==> src/rtl/spi_slave_byte.sv <==
// spi_slave_byte: SPI mode-0 slave oversampled in the clk domain; MSB-first byte rx/tx.
// Define SPI_SLAVE_RX_FIFO_EN to buffer received bytes in an RX_DEPTH-entry FIFO with overrun flag.
module spi_slave_byte #(
  parameter logic [7:0] TX_IDLE  = 8'hFF,
  parameter int         RX_DEPTH = 4
) (
  input  logic       clk,
  input  logic       rst,
  input  logic       sclk,
  input  logic       nss,
  input  logic       mosi,
  output logic       miso,
  output logic       miso_oe,
  input  logic [7:0] tx_data,
  input  logic       tx_valid,
  output logic       tx_ready,
  output logic [7:0] rx_data,
  output logic       rx_valid,
  input  logic       rx_ready,
  output logic       rx_overrun,
  output logic       frame_abort
);

  typedef enum logic {IDLE, ACTIVE} state_e;

  state_e     state_q, state_d;
  logic [2:0] sclk_sync_q, sclk_sync_d;
  logic [2:0] nss_sync_q, nss_sync_d;
  logic [1:0] mosi_sync_q, mosi_sync_d;
  logic [2:0] bit_cnt_q, bit_cnt_d;
  logic [7:0] tx_shift_q, tx_shift_d;
  logic [6:0] rx_shift_q, rx_shift_d;
  logic       miso_q, miso_d;
  logic       miso_oe_q, miso_oe_d;
  logic       tx_ready_q, tx_ready_d;
  logic       frame_abort_q, frame_abort_d;

  logic       sclk_rise, sclk_fall, nss_rise, nss_fall, mosi_s;
  logic       byte_done;
  logic [7:0] byte_val, load_byte;

  // nss synchroniser resets low so a select already held low at reset release is not seen as a fall
  always_comb begin
    sclk_sync_d = {sclk_sync_q[1:0], sclk};
    nss_sync_d  = {nss_sync_q[1:0], nss};
    mosi_sync_d = {mosi_sync_q[0], mosi};
  end

  assign sclk_rise = sclk_sync_q[1] & ~sclk_sync_q[2];
  assign sclk_fall = ~sclk_sync_q[1] & sclk_sync_q[2];
  assign nss_rise  = nss_sync_q[1] & ~nss_sync_q[2];
  assign nss_fall  = ~nss_sync_q[1] & nss_sync_q[2];
  assign mosi_s    = mosi_sync_q[1];

  assign byte_val  = {rx_shift_q, mosi_s};
  assign load_byte = tx_valid ? tx_data : TX_IDLE;

  always_comb begin
    state_d       = state_q;
    bit_cnt_d     = bit_cnt_q;
    tx_shift_d    = tx_shift_q;
    rx_shift_d    = rx_shift_q;
    miso_d        = miso_q;
    miso_oe_d     = miso_oe_q;
    tx_ready_d    = 1'b0;
    frame_abort_d = 1'b0;
    byte_done     = 1'b0;
    case (state_q)
      IDLE: begin
        if (nss_fall) begin
          state_d    = ACTIVE;
          bit_cnt_d  = 3'd0;
          tx_shift_d = load_byte;
          miso_d     = load_byte[7];
          miso_oe_d  = 1'b1;
          tx_ready_d = tx_valid;
        end
      end
      ACTIVE: begin
        // Deselect takes priority over any sclk edge seen in the same cycle
        if (nss_rise) begin
          state_d       = IDLE;
          bit_cnt_d     = 3'd0;
          miso_d        = 1'b0;
          miso_oe_d     = 1'b0;
          frame_abort_d = (bit_cnt_q != 3'd0);
        end else if (sclk_rise) begin
          rx_shift_d = byte_val[6:0];
          bit_cnt_d  = bit_cnt_q + 3'd1;
          byte_done  = (bit_cnt_q == 3'd7);
        end else if (sclk_fall) begin
          if (bit_cnt_q == 3'd0) begin
            tx_shift_d = load_byte;
            miso_d     = load_byte[7];
            tx_ready_d = tx_valid;
          end else begin
            tx_shift_d = {tx_shift_q[6:0], tx_shift_q[7]};
            miso_d     = tx_shift_q[6];
          end
        end
      end
      default: state_d = IDLE;
    endcase
  end

  always_ff @(posedge clk) begin
    if (rst) begin
      state_q       <= IDLE;
      sclk_sync_q   <= 3'b000;
      nss_sync_q    <= 3'b000;
      mosi_sync_q   <= 2'b00;
      bit_cnt_q     <= 3'd0;
      miso_q        <= 1'b0;
      miso_oe_q     <= 1'b0;
      tx_ready_q    <= 1'b0;
      frame_abort_q <= 1'b0;
    end else begin
      state_q       <= state_d;
      sclk_sync_q   <= sclk_sync_d;
      nss_sync_q    <= nss_sync_d;
      mosi_sync_q   <= mosi_sync_d;
      bit_cnt_q     <= bit_cnt_d;
      miso_q        <= miso_d;
      miso_oe_q     <= miso_oe_d;
      tx_ready_q    <= tx_ready_d;
      frame_abort_q <= frame_abort_d;
    end
  end

  // Shift registers are fully reloaded before use, so they carry no reset
  always_ff @(posedge clk) begin
    tx_shift_q <= tx_shift_d;
    rx_shift_q <= rx_shift_d;
  end

  assign miso        = miso_q;
  assign miso_oe     = miso_oe_q;
  assign tx_ready    = tx_ready_q;
  assign frame_abort = frame_abort_q;

`ifdef SPI_SLAVE_RX_FIFO_EN
  localparam int AW = $clog2(RX_DEPTH);

  logic [7:0]  fifo_mem_q [RX_DEPTH];
  logic [AW:0] wr_ptr_q, wr_ptr_d;
  logic [AW:0] rd_ptr_q, rd_ptr_d;
  logic        overrun_q, overrun_d;
  logic        fifo_empty, fifo_full, fifo_push, fifo_pop;

  assign fifo_empty = (wr_ptr_q == rd_ptr_q);
  assign fifo_full  = (wr_ptr_q[AW] != rd_ptr_q[AW]) &&
                      (wr_ptr_q[AW-1:0] == rd_ptr_q[AW-1:0]);
  assign fifo_pop   = !fifo_empty && rx_ready;
  // A pop in the same cycle frees the slot a commit into a full FIFO needs
  assign fifo_push  = byte_done && (!fifo_full || fifo_pop);

  always_comb begin
    wr_ptr_d  = fifo_push ? wr_ptr_q + 1'b1 : wr_ptr_q;
    rd_ptr_d  = fifo_pop  ? rd_ptr_q + 1'b1 : rd_ptr_q;
    overrun_d = overrun_q | (byte_done && fifo_full && !fifo_pop);
  end

  always_ff @(posedge clk) begin
    if (rst) begin
      wr_ptr_q  <= '0;
      rd_ptr_q  <= '0;
      overrun_q <= 1'b0;
    end else begin
      wr_ptr_q  <= wr_ptr_d;
      rd_ptr_q  <= rd_ptr_d;
      overrun_q <= overrun_d;
    end
  end

  always_ff @(posedge clk) begin
    if (fifo_push) fifo_mem_q[wr_ptr_q[AW-1:0]] <= byte_val;
  end

  assign rx_valid   = !fifo_empty;
  assign rx_data    = fifo_empty ? 8'h00 : fifo_mem_q[rd_ptr_q[AW-1:0]];
  assign rx_overrun = overrun_q;
`else
  logic [7:0] rx_data_q, rx_data_d;
  logic       rx_valid_q, rx_valid_d;
  logic       unused_rx;

  always_comb begin
    rx_data_d  = byte_done ? byte_val : rx_data_q;
    rx_valid_d = byte_done;
  end

  always_ff @(posedge clk) begin
    if (rst) begin
      rx_data_q  <= 8'h00;
      rx_valid_q <= 1'b0;
    end else begin
      rx_data_q  <= rx_data_d;
      rx_valid_q <= rx_valid_d;
    end
  end

  // Without the FIFO there is no backpressure, so the consumer handshake is not used
  assign unused_rx  = ^{rx_ready, RX_DEPTH};
  assign rx_valid   = rx_valid_q;
  assign rx_data    = rx_data_q;
  assign rx_overrun = 1'b0;
`endif

endmodule

==> config.mk <==
export PLATFORM = sky130hd
export DESIGN_NAME = spi_slave_byte
export DESIGN_NICKNAME = d
export VERILOG_FILES = /design/src/rtl/spi_slave_byte.sv
export SDC_FILE = /design/constraint.sdc
export NUM_CORES = 1
export LEC_CHECK = 0
export ABC_AREA = 1
export CORE_UTILIZATION = 45
export DETAILED_ROUTE_END_ITERATION = 10
export GPL_TIMING_DRIVEN = 0
export PLACE_DENSITY = 0.82
export SLEW_MARGIN = 5
export SYNTH_ARGS = -nofsm -noshare
export SYNTH_HDL_FRONTEND = slang
export SYNTH_SLANG_ARGS = --single-unit
export TNS_END_PERCENT = 5
==> constraint.sdc <==
create_clock -name clk -period 4 [get_ports clk]
set_input_delay 1.2 -clock clk [delete_from_list [all_inputs] [get_ports clk]]
set_output_delay 1.2 -clock clk [all_outputs]
set_load 0.02 [all_outputs]
; ---- After elaboration in Yosys (flattened, before gate mapping)
; Index checks and enable logic that the tools add are counted.
[word_totals]
input_bits = 15
out_inout_bits = 14
regBits = 40
[classes]
n_eq_ne = 9
mux = 32
bitwise_logic = 10
reduce_logical = 8
n_addsub = 1
[op_table]
columns = operator, n
row1 = $mux 8, 6
row2 = $mux 1, 17
row3 = $pmux 8 s2, 1
row4 = $mux 3, 3
row5 = $pmux 1 s2, 4
row6 = $ne 2x2->1 const B, 3
row7 = $ne 3x1->1 const B, 2
row8 = $not 1->1, 6
row9 = $pmux 3 s2, 1
row10 = $reduce_and 3->1, 2
row11 = $and 1x1->1, 4
row12 = $ne 2x1->1 const B, 2
row13 = $reduce_and 2->1, 2
row14 = $reduce_and 4->1, 1
row15 = $add 3x1->3 const B, 1
row16 = $eq 3x3->1 const B, 1
row17 = $logic_not 3->1, 1
row18 = $ne 3x2->1 const B, 1
row19 = $reduce_bool 3->1, 1
row20 = $reduce_or 3->1, 1

; ---- Longest topological paths before layout
[logic_depth]
depth_word = 6
mapped_depth = 9

; ---- Worst setup path before layout
; Ideal clock, no wire load.
[synth_path]
kind = in2reg
from = in tx_valid
to = reg tx_shift_q[0] (data pin)
path_buffers = 0
t_required_ps = 3745
cell_stages = 3
setup_ps = 255
t_arrival_ps = 1488
setup_slack_ps = 2257
path_cell_list = nand2_1 -> o22ai_1 -> inv_1
[synth_between]
elab_chain_cells = 6
word_cells_on_any_way = 7
classes_between = mux (7)
[synth_rtl]
columns = element, line
row1 = "start, declared", 15  ; input logic tx_valid,
row2 = $mux 8 (*), 56  ; assign load_byte = tx_valid ? tx_data : TX_IDLE;
row3 = $mux 8, 92  ; if (bit_cnt_q == 3'd0) begin
row4 = $mux 8, 91  ; end else if (sclk_fall) begin
row5 = $mux 8, 87  ; end else if (sclk_rise) begin
row6 = $mux 8, 81  ; if (nss_rise) begin
row7 = $pmux 8 s2 (*), 68  ; case (state_q)
row8 = named net tx_shift_d[0], 31  ; logic [7:0] tx_shift_q, tx_shift_d;
row9 = "end signal, assigned", 132  ; tx_shift_q <= tx_shift_d;
row10 = "end, declared", 31
; Mark *: on every way through the listed nets, which the timed path passes. The rest lies on a longest branch. The select of a mux whose other input is x is not followed.
; A chain may end at the register's enable or synchronous reset.

; ---- Worst setup path in the final report
[layout_path]
from = reg miso_q, in the netlist miso
to = out miso
[layout_rtl]
columns = element, line
row1 = "start, declared", 33  ; logic miso_q, miso_d;
row2 = "start signal, assigned", 123  ; miso_q <= miso_d;
row3 = "end, declared", 12  ; output logic miso,
; No word-level cell between the ends.

==> summary.md <==
| Metric | Value |
|---|---|
| Outcome | finished, final reports clean |
| Met1 Track Usage GR | 0.190 |
| Asr flop ratio synth | 0 |
| Wire per inst | a little over 10 um |
| GPL Wtd Cong | 0.771 |
| Number of global-route vias before repair | 995 |
| Starting density of the core | 0.470 |
| Cells after Synth | 169 |
| Port buffer count | 26 |
| Hold EP | mosi_sync_q[1] |
| P_sw | 149 uW |
| Critical path cell sequence | clkdlybuf4s50_1 |
| R2R cell count | 7 |
| Synth top cells by count | inv_1, dfxtp_1, nor2_1, nand2_1, edfxtp_1 |
| CP bufs+invs | 1 |
| Final hold vios | 0 |
| Ports | 29 |
| DR pass1 iterations | 4 |
| Core Footprint | 3340 um2 |
| Post-synthesis cell type count | 21 |
| Synthesized Nets | 187 |
| CP required | 2800 ps |
| Arrival time worst endpoint | around 1300 ps |
| Drt initial violations | 40 |
| TritonCTS Buffers | 5 |
| Fin. max-slew vios | 0 |
| Post-Syn Area | around 1600 um2 |
| M3 GR Usage | 0.0483 |
| Primary FF master, synth | dfxtp_1 |
| Chip height | approximately 60 um |
| Worst Clk Skew | 13.4 ps |
| Final min period | around 2500 ps |
| Diodes inserted | 0 |
| Row count | 21 |
| Pin count of the biggest net entering global routing | 17 |
| Overall Power | approximately 660 uW |
| Synth area leaders | dfxtp_1, edfxtp_1, inv_1, nor2_1, nand2_1 |
| GRT met2 Usage | 0.241 |
| Clk pwr share | 0.293 |
| # Max-Cap Violations | 0 |
| Setup Crit Path Kind | flop to output port |
| Seq/Total Area, Yosys | 0.607 |
| CTS hold repair buffers | 0 |
| Die footprint | roughly 3700 um2 |
| Worst Setup End Kind | output port |
| Setup_tns | 0 ps |
| Drc violations | 0 |
| Hold depth | 2 |
| EDFF count, synth | 15 |
| Maximum net fanout on the critical path | 2 |
| Resized Gates After CTS | 0 |
| Via count of the routed design | 1147 |
| Yosys top cell by area | dfxtp_1 |
| Worst Hold Class | flop to flop |
| CTS clk-pin slew, worst paths | 120 ps |
| Critical path's slowest cell | clkdlybuf4s50_1 |
| Flop pwr share | 0.647 |
| Post-layout util | 0.582 |
| Syn. warnings | 0 |
| Worst R2R Start | bit_cnt_q[0] |
| Die X | approximately 61 um |
| CTS Root Buffer Type | clkbuf_4 |
| Combinational power share | 0.060 |
| P&R area growth vs syn | 23.9% |
| Count of final setup violators | 0 |
| Clock Tree Buf Depth | 2 |
| Skew-Pair Late Insertion Delay | approximately 340 ps |
| Hold wc startpoint | mosi_sync_q[0] |
| Via density | approximately 4.6 |
| GRT overflow | 0 |
| Yosys top cell area share | 0.319 |
| Hpwl dp | 1.81 mm |
| PD cells | 342 nW/um2 |
| VDD IR-drop max | about 220 uV |
| Share of layout cells above drive strength 1 | 0.0985 |
| Nets | 220 |
| Setup Fix Bufs, Post-CTS | 0 |
| Critical Path Source Type | flop |
| P_int | 515 uW |
| Flops & latches, synth | 40 |
| Routed Antenna Nets | 0 |
| Global-route wire length before repair | 4.13 mm |
| RSZ-0062 raised after global routing | no |
| Clock sink count | 40 |
| Initial antenna violation count | 0 |
| Top-count cell post-synth | inv_1 |
| H-tree depth | 2 |
| Synthesized area per cell | 9.28 um2 |
| GR peak layer | met2 |
| Period Utilization, post-route | 0.629 |
| Final wirelength | 2.57 mm |
| R2r setup slk | ~2500 ps |
| P_leak | 0.773 nW |
| FMAX | 397 MHz |
| Worst path max stage delay | 610 ps |
| CP top delay family | buffers and inverters |
| Sw Share | 0.225 |
| CTS tree | done |
| RR Endpoint | tx_shift_q[5] |
| GR Util All Layers | 0.155 |
## state kept, by name, indices dropped and copies added (netlist names)
name	count
bit_cnt_q	3
nss_sync_q	3
sclk_sync_q	3
miso_oe	1
rx_shift_q	7
miso	1
state_q	1
tx_shift_q	8
rx_valid	1
rx_data	8
tx_ready	1
mosi_sync_q	2
frame_abort	1
## power groups by stage
stage	Sequential (mW)	Combinational, mW	Clock [mW]
final	0.430	0.0400	0.194
after floorplan	0.439	0.0200	0
after detailed placement	0.439	0.0401	0
after global placement	0.439	0.0393	0
after global routing	0.431	0.0446	0.222
after CTS	0.430	0.0404	0.202
## logic make-up (layout without fill, tap and decap cells)
| family | count (synthesis) | count (layout) | synth area share |
|---|---|---|---|
| flops | 40 | 40 | 0.607 |
| fa+ha+maj | 3 | 3 | 0.0239 |
| compound gates | 23 | 23 | 0.0838 |
| simple gates | 63 | 63 | 0.177 |
| buf+inv | 39 | 73 | 0.106 |
| other cells | 1 | 1 | 0.00239 |
## worst register-to-register path, stage by stage, from the launching register on
cell and delay, ps:
dfxtp_1 350, inv_1 70, ha_1 140, nand2_1 80
nand2_2 180, nand2_1 230, o22ai_1 210, inv_1 60
## stage by stage
| stage | instance area [um2] | std cells | hold slack [ps] | setup WS, ps |
|---|---|---|---|---|
| floorplan | 1570 | 169 | 388 | 2260 |
| global placement | 1890 | 241 | 389 | 1520 |
| detailed placement | 1890 | 241 | 397 | 1460 |
| CTS | 1940 | 249 | 416 | 1470 |
| global route | 1940 | 249 | 445 | 1420 |
| finish | 1940 | 249 | 413 | 1480 |
## how the worst max path moves through the flow
stage / start / end / slack [ps] / cells past startpoint
2_1_floorplan: tx_valid / tx_shift_q[0] / 2260 / 3
3_3_place_gp: rst / rx_data[1] / 1520 / 5
3_5_place_dp: rst / rx_data[5] / 1460 / 5
4_1_cts: miso / miso / 1470 / 1
5_1_grt: rx_data[5] / rx_data[5] / 1420 / 1
6_report: miso / miso / 1480 / 1
## metal layers
layer,share of wire,vias to the layer above
met5,0,-
met4,0.027,0
met3,0.038,8
met2,0.44,26
met1,0.49,512
li1,-,601
## final cells by class
type	instances	area (um2)
Sequential cell	40	951
Clock inverter	3	18.8
Inverter	32	120
Multi-Input combinational cell	90	450
Timing Repair Buffer	26	260
Clock buffer	5	37.5
Fill cell	318	1400
Tap cell	46	57.6
Buffer	7	46.3
## placed cells by master (no fill, tap or decap), drive strengths merged
| cell | synthesis | routed |
|---|---|---|
| o22ai | 7 | 7 |
| a21oi | 12 | 12 |
| clkinv | 0 | 3 |
| buf | 4 | 4 |
| clkdlybuf4s50 | 0 | 26 |
| clkbuf | 3 | 8 |
| nand2 | 25 | 25 |
| ha | 3 | 3 |
| inv | 32 | 32 |
| nand3 | 13 | 13 |
| o21ai | 4 | 4 |
| nor3 | 1 | 1 |
| nor2 | 23 | 23 |
| edfxtp | 15 | 15 |
| dfxtp | 25 | 25 |
| conb | 1 | 1 |
| nand3b | 1 | 1 |
Power figures use the tool's default switching activity.
